[src/rtl/mx6_arb.sv]
// mx6_arb: round-robin arbiter that shares one 6:1 selector among six requesters.
// It issues a one-hot grant and drives sel_2..sel_0 with the binary index of the
// owner. A hold-time limit (MAX_HOLD) keeps access fair, and a per-owner lock
// exempts the current owner from that limit.
module mx6_arb #(
    parameter int unsigned MAX_HOLD = 8
) (
    input  logic       sys_clk,
    input  logic       reset,
    input  logic [5:0] req,
    input  logic [5:0] lock,
    output logic [5:0] gnt,
    output logic       sel_0,
    output logic       sel_1,
    output logic       sel_2,
    output logic       busy
);

    localparam int unsigned N_REQ = 6;
    localparam int unsigned IDX_W = 3;
    localparam int unsigned CNT_W = 8;

    // Saturation point of the hold counter. With no limit it simply parks at all-ones.
    localparam logic [CNT_W-1:0] HOLD_LAST = (MAX_HOLD == 0) ? {CNT_W{1'b1}}
                                                             : CNT_W'(MAX_HOLD - 1);
    localparam bit HOLD_EN = (MAX_HOLD != 0);

    typedef enum logic {
        S_IDLE  = 1'b0,
        S_GRANT = 1'b1
    } state_t;

    state_t             state_q, state_d;
    logic [N_REQ-1:0]   gnt_d;
    logic [IDX_W-1:0]   sel_q, sel_d;
    logic [IDX_W-1:0]   ptr_q, ptr_d;
    logic [CNT_W-1:0]   cnt_q, cnt_d;
    logic               busy_d;

    logic               win_found;
    logic [IDX_W-1:0]   win_idx;
    logic [IDX_W-1:0]   cand;

    logic               own_req;
    logic               own_lock;
    logic               others_wait;
    logic               at_limit;
    logic               timeout;
    logic               release_own;

    // Circular search for the next requester, starting just after the last owner.
    always_comb begin
        win_found = 1'b0;
        win_idx   = '0;
        cand      = '0;
        for (int k = 1; k <= int'(N_REQ); k++) begin
            cand = IDX_W'((int'(ptr_q) + k) % int'(N_REQ));
            if (!win_found && req[cand]) begin
                win_found = 1'b1;
                win_idx   = cand;
            end
        end
    end

    // Release conditions for the current owner (its index is held in sel_q).
    always_comb begin
        own_req     = req[sel_q];
        own_lock    = lock[sel_q];
        others_wait = |(req & ~gnt);
        at_limit    = HOLD_EN && (cnt_q == HOLD_LAST);
        timeout     = at_limit && !own_lock && others_wait;
        release_own = !own_req || timeout;
    end

    // Next-state and next-output logic.
    always_comb begin
        state_d = state_q;
        gnt_d   = gnt;
        sel_d   = sel_q;
        ptr_d   = ptr_q;
        cnt_d   = cnt_q;

        case (state_q)
            S_IDLE: begin
                // With no requester, sel keeps its last value so q stays steady.
                if (win_found) begin
                    gnt_d   = N_REQ'(1) << win_idx;
                    sel_d   = win_idx;
                    cnt_d   = '0;
                    state_d = S_GRANT;
                end
            end
            S_GRANT: begin
                if (release_own) begin
                    // sel is held through the turnaround cycle.
                    gnt_d   = '0;
                    ptr_d   = sel_q;
                    state_d = S_IDLE;
                end else if (cnt_q != HOLD_LAST) begin
                    cnt_d = cnt_q + CNT_W'(1);
                end
            end
            default: begin
                gnt_d   = '0;
                state_d = S_IDLE;
            end
        endcase

        busy_d = |gnt_d;
    end

    // State and output registers; reset clears the grant and selector immediately.
    always_ff @(posedge sys_clk or posedge reset) begin
        if (reset) begin
            state_q <= S_IDLE;
            gnt     <= '0;
            sel_q   <= '0;
            ptr_q   <= IDX_W'(N_REQ - 1);
            cnt_q   <= '0;
            busy    <= 1'b0;
        end else begin
            state_q <= state_d;
            gnt     <= gnt_d;
            sel_q   <= sel_d;
            ptr_q   <= ptr_d;
            cnt_q   <= cnt_d;
            busy    <= busy_d;
        end
    end

    assign sel_0 = sel_q[0];
    assign sel_1 = sel_q[1];
    assign sel_2 = sel_q[2];

endmodule

[config.mk]
export PLATFORM = sky130hd
export DESIGN_NAME = mx6_arb
export DESIGN_NICKNAME = d
export VERILOG_FILES = /design/src/rtl/mx6_arb.sv
export SDC_FILE = /design/constraint.sdc
export NUM_CORES = 1
export LEC_CHECK = 0
export BUFFER_PORTS_ARGS = -buffer_cell sky130_fd_sc_hd__buf_2
export CORE_MARGIN = 5
export CORE_UTILIZATION = 35
export CTS_BUF_LIST = sky130_fd_sc_hd__clkbuf_8
export CTS_CLUSTER_SIZE = 14
export DETAILED_ROUTE_END_ITERATION = 10
export GPL_ROUTABILITY_DRIVEN = 0
export SYNTH_ARGS = -nofsm -noshare
export SYNTH_HDL_FRONTEND = slang
export SYNTH_SLANG_ARGS = --single-unit
[constraint.sdc]
create_clock -name sys_clk -period 4.7 [get_ports sys_clk]
set_input_delay 0.235 -clock sys_clk [delete_from_list [all_inputs] [get_ports sys_clk]]
set_output_delay 0.235 -clock sys_clk [all_outputs]
set_load 0.02 [all_outputs]
* Yosys cells after proc, flatten, opt, wreduce, memory -nomap -nowiden
Cells that the tools add are included.
** Cells by class
- Shift-type cells :: 1
- Reduce and logical (&&, ||, !) cells :: 20
- Equal/unequal tests :: 5
- Bitwise logic cells :: 3
- Order comparisons :: 7
- Mux-type cells :: 38
- Div/mod/pow operators :: 6
- $add $sub $neg :: 7
** Operators by type and width (number)
- modulo 32 x 4 -> 32 bit (second input constant) :: 6
- less-than comparator 3 x 4 -> 1 bit (second input constant) :: 7
- binary-select mux 1 bit (select 3 bit) :: 8
- 2-to-1 mux 8 bit :: 3
- 2-to-1 mux 3 bit :: 6
- 2-to-1 mux 1 bit :: 16
- one-hot mux 8 bit (2 select lines) :: 1
- adder 3 x 3 -> 4 bit (second input constant) :: 3
- 2-to-1 mux 6 bit :: 2
- one-hot mux 6 bit (2 select lines) :: 1
- OR reduction 6 bit :: 2
- adder 3 x 2 -> 4 bit (second input constant) :: 2
- adder 8 x 1 -> 8 bit (second input constant) :: 1
- == test 8 x 3 -> 1 bit (second input constant) :: 1
- inequality test 8 x 3 -> 1 bit (second input constant) :: 1
- logical AND 1 bit :: 7
- zero test 1 bit :: 7
- AND 6 bit :: 1
- NOT 6 bit :: 1
- left shift 1 x 3 -> 6 bit (first input constant) :: 1
- adder 3 x 1 -> 4 bit (second input constant) :: 1
- inequality test 2 bit (second input constant) :: 2
- AND reduction 2 bit :: 2
- AND reduction 3 bit :: 1
- other kinds (4) :: 4
** Word-level totals
- Output and inout port bits :: 10
- Logic and storage cells :: 93
- Bits in registers :: 22

* Longest topological paths before layout
- Word-level depth :: 24
- Mapped depth :: 15
- Depth with buffers taken out :: 12

* Worst setup path after synthesis
No wires, ideal clock.
- Path type :: register -> register
- Start :: reg ptr_q[2]
- End :: reg gnt[0]
- Data required time :: 4.590 ns
- Path slack :: 1.206 ns
- Stages on the path, launching flop included :: 14
- Data arrival time :: 3.384 ns
- Setup time :: 0.110 ns
- Cells stage by stage :: dfstp_2 > buf_6 > inv_1 > ha_1 > a21oi_1 > inv_1 > ha_1 > nor2b_1 > a211oi_1 > a211oi_1 > o31ai_1 > a311o_1 > o21a_2 > o41ai_1
** Between the ends
- Longest elaborated chain between the ends :: 23
- Elaborated cells between the ends (all ways) :: 49
- Those cells by class :: 6 x add/sub; 6 x div; 1 x shift; 26 x mux; 10 x reduce/logical
** Ends and longest elaborated chain
- start, declared :: line 36 : logic [IDX_W-1:0] ptr_q, ptr_d;
- start signal, assigned :: line 118 : ptr_q <= IDX_W'(N_REQ - 1);
- start signal, assigned :: line 125 : ptr_q <= ptr_d;
- adder 3 x 1 -> 4 bit :: line 57 : cand = IDX_W'((int'(ptr_q) + k) % int'(N_REQ));
- modulo 32 x 4 -> 32 bit :: line 57
- binary-select mux 1 bit (select 3 bit) :: line 58 : if (!win_found && req[cand]) begin
- 2-to-1 mux 1 bit (not written as such) :: line 58
- 2-to-1 mux 1 bit :: line 58
- zero test 1 bit :: line 58
- logical AND 1 bit :: line 58
- 2-to-1 mux 1 bit :: line 58
- [8 not listed]
- 2-to-1 mux 1 bit :: line 58
- zero test 1 bit :: line 58
- logical AND 1 bit :: line 58
- 2-to-1 mux 3 bit :: line 58
- left shift 1 x 3 -> 6 bit :: line 87 : gnt_d = N_REQ'(1) << win_idx;
- 2-to-1 mux 6 bit (*) :: line 86 : if (win_found) begin
- one-hot mux 6 bit (2 select lines) (*) :: line 83 : case (state_q)
- named net gnt_d[0] :: line 34 : logic [N_REQ-1:0] gnt_d;
- end signal, assigned :: line 123 : gnt <= gnt_d;
- end, declared :: line 12 : output logic [5:0] gnt,
The timed path passes the listed nets; every way through them passes the cells marked *. The select of a mux whose other input is x is not followed.
A chain may end at the register's enable or synchronous reset.

* Final worst setup path
- Start :: reg ptr_q[2]
- End :: reg cnt_q[0]
** Between the ends
- Longest elaborated chain between the ends :: 22
- Elaborated cells between the ends (all ways) :: 42
- Those cells by class :: 6 x add/sub; 6 x div; 1 x eq/ne; 18 x mux; 11 x reduce/logical
** Ends and longest elaborated chain
- adder 3 x 1 -> 4 bit :: line 57
- modulo 32 x 4 -> 32 bit :: line 57
- binary-select mux 1 bit (select 3 bit) :: line 58
- 2-to-1 mux 1 bit (not written as such) :: line 58
- 2-to-1 mux 1 bit :: line 58
- zero test 1 bit :: line 58
- logical AND 1 bit :: line 58
- 2-to-1 mux 1 bit :: line 58
- [6 not listed]
- zero test 1 bit :: line 58
- logical AND 1 bit :: line 58
- 2-to-1 mux 1 bit :: line 58
- zero test 1 bit :: line 58
- logical AND 1 bit :: line 58
- 2-to-1 mux 1 bit (*) :: line 58
- inequality test 2 bit (no line) (*)
- AND reduction 3 bit (no line) (*)
- end signal, assigned :: line 126 : cnt_q <= cnt_d;
- end, declared :: line 37 : logic [CNT_W-1:0] cnt_q, cnt_d;
Mark *: on every way between the ends. The rest lies on a longest branch, timed or not. The select of a mux whose other input is x is not followed.

==> summary.md <==
| Metric | Value |
|---|---|
| Result of the run | completed |
| Global-route wire length before repair | 9390 um |
| Peak fanout along the critical path | 12 |
| Gates resized, CTS repair | 0 |
| Clock tree skew after final layout | 3.53 ps |
| Relative area change from synthesis to final layout | 9.89% |
| Effective utilization at floorplan | 0.355 |
| Number of H-tree levels | 1 |
| MaxCap Viol Count | 0 |
| Largest cells by area after synthesis | sky130_fd_sc_hd__dfrtp_1 23%, sky130_fd_sc_hd__mux2_2 8.1%, sky130_fd_sc_hd__ha_1 6.2% |
| Setup-failing EPs final | 0 |
| Period Utilization, post-route | 0.896 |
| Max-slew violation count | 0 |
| Synth Cell Area | 0.00221 mm2 |
| EDFF count, synth | 0 |
| Count of hold-fix buffers inserted at cts | 0 |
| Initial detailed-routing violation count | 176 |
| Unrepaired setup endpoints after global routing | false |
| Finished Layout Cells | 338 |
| Highest Clock Rate | 238 MHz |
| Layout cell share with drive strength beyond 1 | 0.245 |
| Count of antenna-violating nets left after detailed routing | 0 |
| CP Data Arrival Time | 4360 ps |
| Crit end category | flop |
| Post-CTS Repair Setup Buffers | 0 |
| Core footprint | 0.00624 mm2 |
| Clock sink total | 22 |
| Area share of the leading cell type in the synthesized netlist | 0.226 |
| Transition time of the tightest slew-check pin | 867 ps |
| Via count | 1957 |
| Worst-case clock buffer depth | 2 |
| Synthesized netlist net count | 263 |
| Total of buffers placed on input and output ports | 23 |
| Y dimension of the die | 89.5 um |
| Yosys warning count | 0 |
| Final #Nets | 287 |
| Tot GR Track Use | 0.148 |
| Asr flop ratio synth | 1.00 |
| CTS tree | done |
| Initial antenna violation count | 0 |
| Final routed wirelength across all metal layers | 5510 um |
| Number of top-level pins | 24 |
| Clock root buffer | sky130_fd_sc_hd__clkbuf_8 |
| Classification of the worst setup path | flop to flop |
| Required time of the critical path | 4850 ps |
| Crit start category | flop |
| Tightest Hold Check Type | primary input to async pin |
| Die width | 89.5 um |
| Number of synthesized register bits | 22 |
| Clock insertion delay at the later pin of the skew report | 270 ps |
| Largest net degree at the start of global routing | 23 |
| Synth Flop Type | sky130_fd_sc_hd__dfrtp_1 |
| Total instance count after detailed placement | 334 |
| Number of buffers added by the clock tree synthesis step | 3 |
| Slew Limit Headroom | 0.421 |
| Number of remaining DRC errors | 0 |
| Final critical delay including setup and external delays | 4210 ps |
| Per-instance average area after synthesis | 9.31 um2 |
| Routed length per placed instance | 16.3 um |
| Post-Syn Instances | 238 |
| Via density | 5.79 |
| HPWL reported at the end of detailed placement | 4250 um |
| Leftover overflow at the end of global routing | 0 |
| Number of distinct standard cells referenced by the synthesized netlist | 67 |
| Final Hold Viols | 0 |
| Number of cell rows | 29 |
| Number of search-and-repair iterations in the first detailed-routing pass | 4 |
| Floorplan die area | 0.00802 mm2 |
| Number of antenna repair diodes | 0 |
| Sequential share of the synthesized area | 0.250 |
| Largest area contributor in the synthesized netlist | sky130_fd_sc_hd__dfrtp_1 |
| Clock edge transition at the registers on the reported setup and hold paths | 80 ps |
| Via count of the first global-routing pass | 1905 |
| TNS Setup | 0 ps |
-- state kept, by name (all words and copies together), names as in the netlist --
| register | count |
|---|---|
| busy | 1 |
| cnt_q | 8 |
| gnt | 6 |
| ptr_q | 3 |
| sel_q | 3 |
| state_q | 1 |
-- per-stage QoR --
stage	hold slack [ps]	utilization	worst slack (ps)	cell area [um2]
2_1_floorplan	223	-	1210	2210
3_3_place_gp	436	0.381	652	2380
3_5_place_dp	446	0.381	552	2380
4_1_cts	157	0.390	534	2430
5_1_grt	216	0.390	91.0	2430
6_report	138	0.390	490	2430
-- placed cells by master, fill, tap and decap left out, drive strengths merged, types with 3 or more instances in the layout --
| master | synthesis | routed |
|---|---|---|
| nand4 | 5 | 5 |
| or2 | 3 | 3 |
| o21ai | 12 | 12 |
| inv | 17 | 17 |
| a32o | 3 | 3 |
| nand3 | 5 | 5 |
| and3 | 6 | 6 |
| buf | 4 | 26 |
| mux2i | 9 | 9 |
| o211ai | 3 | 3 |
| nand2 | 14 | 14 |
| nor2b | 10 | 10 |
| nor2 | 15 | 15 |
| nor4 | 3 | 3 |
| o32ai | 3 | 3 |
| a22oi | 6 | 6 |
| a211oi | 6 | 6 |
| a21oi | 6 | 6 |
| dfrtp | 20 | 20 |
| clkbuf | 3 | 4 |
| a31oi | 3 | 3 |
| ha | 11 | 11 |
| mux2 | 17 | 17 |
| xor2 | 7 | 7 |
| nor3 | 7 | 7 |
-- critical path, stage by stage (launching register included) --
cell,delay [ps]
sky130_fd_sc_hd__dfstp_2,700
sky130_fd_sc_hd__inv_1,70
sky130_fd_sc_hd__ha_1,270
sky130_fd_sc_hd__a21oi_1,380
sky130_fd_sc_hd__inv_1,130
sky130_fd_sc_hd__ha_1,350
sky130_fd_sc_hd__nor2b_1,270
sky130_fd_sc_hd__a211oi_1,120
sky130_fd_sc_hd__a211oi_1,610
sky130_fd_sc_hd__nor3_1,130
sky130_fd_sc_hd__a41oi_2,480
sky130_fd_sc_hd__buf_4,240
sky130_fd_sc_hd__nor2_1,60
sky130_fd_sc_hd__mux2_2,290
-- Yosys cell counts (all sizes together), types with 3 or more instances --
library cell / number
a22oi: 6
and3: 6
a31oi: 3
nor2: 15
inv: 17
xor2: 7
or2: 3
o32ai: 3
ha: 11
nor4: 3
a32o: 3
nor2b: 10
buf: 4
o211ai: 3
o21ai: 12
clkbuf: 3
nand4: 5
nor3: 7
mux2: 17
a211oi: 6
mux2i: 9
nand2: 14
a21oi: 6
nand3: 5
dfrtp: 20
-- metal layers --
layer | part of all wire | up-vias | GRT usage
li1 | - | 969 | -
met1 | 0.50 | 941 | 0.206
met2 | 0.47 | 39 | 0.249
met3 | 0.024 | 8 | 0.0194
met4 | 0.0094 | 0 | 0.0244
met5 | 0 | - | 0
-- area by class of cell --
type	instances	area, um2
clock buffer	4	55.1
fill	653	3810
inverter	17	63.8
multi-input combinational	192	1530
sequential	22	553
tap	77	96.3
timing repair buffer	26	138
-- cell families (layout without fill, tap and decap cells) --
kind of cell / count (synthesis) / after routing / share of synthesized area
AND/OR/NAND/NOR: 77 / 77 / 0.194
AO/OA/AOI/OAI: 67 / 67 / 0.242
multiplexers: 28 / 28 / 0.153
buffers and inverters: 24 / 47 / 0.0604
flip-flops: 22 / 22 / 0.250
adder cells (fa/ha/maj): 11 / 11 / 0.0621
XOR/XNOR: 9 / 9 / 0.0390
-- final timing paths --
check                              start       end  slack (ps)  cells past startpoint
worst max-delay path            ptr_q[2]  cnt_q[0]         490                     13
max in group asynchronous          reset  cnt_q[7]        4030                      2
worst min-delay path               reset  ptr_q[1]         140                      2
worst max register to register  ptr_q[2]  cnt_q[0]         490                     13
min in group sys_clk            cnt_q[7]  cnt_q[7]         560                      2
worst min register to register  cnt_q[7]  cnt_q[7]         560                      2
Power is left out: the tool's default activity adds up to more than one toggle a clock period on the data nets, which glitch-free logic cannot reach.
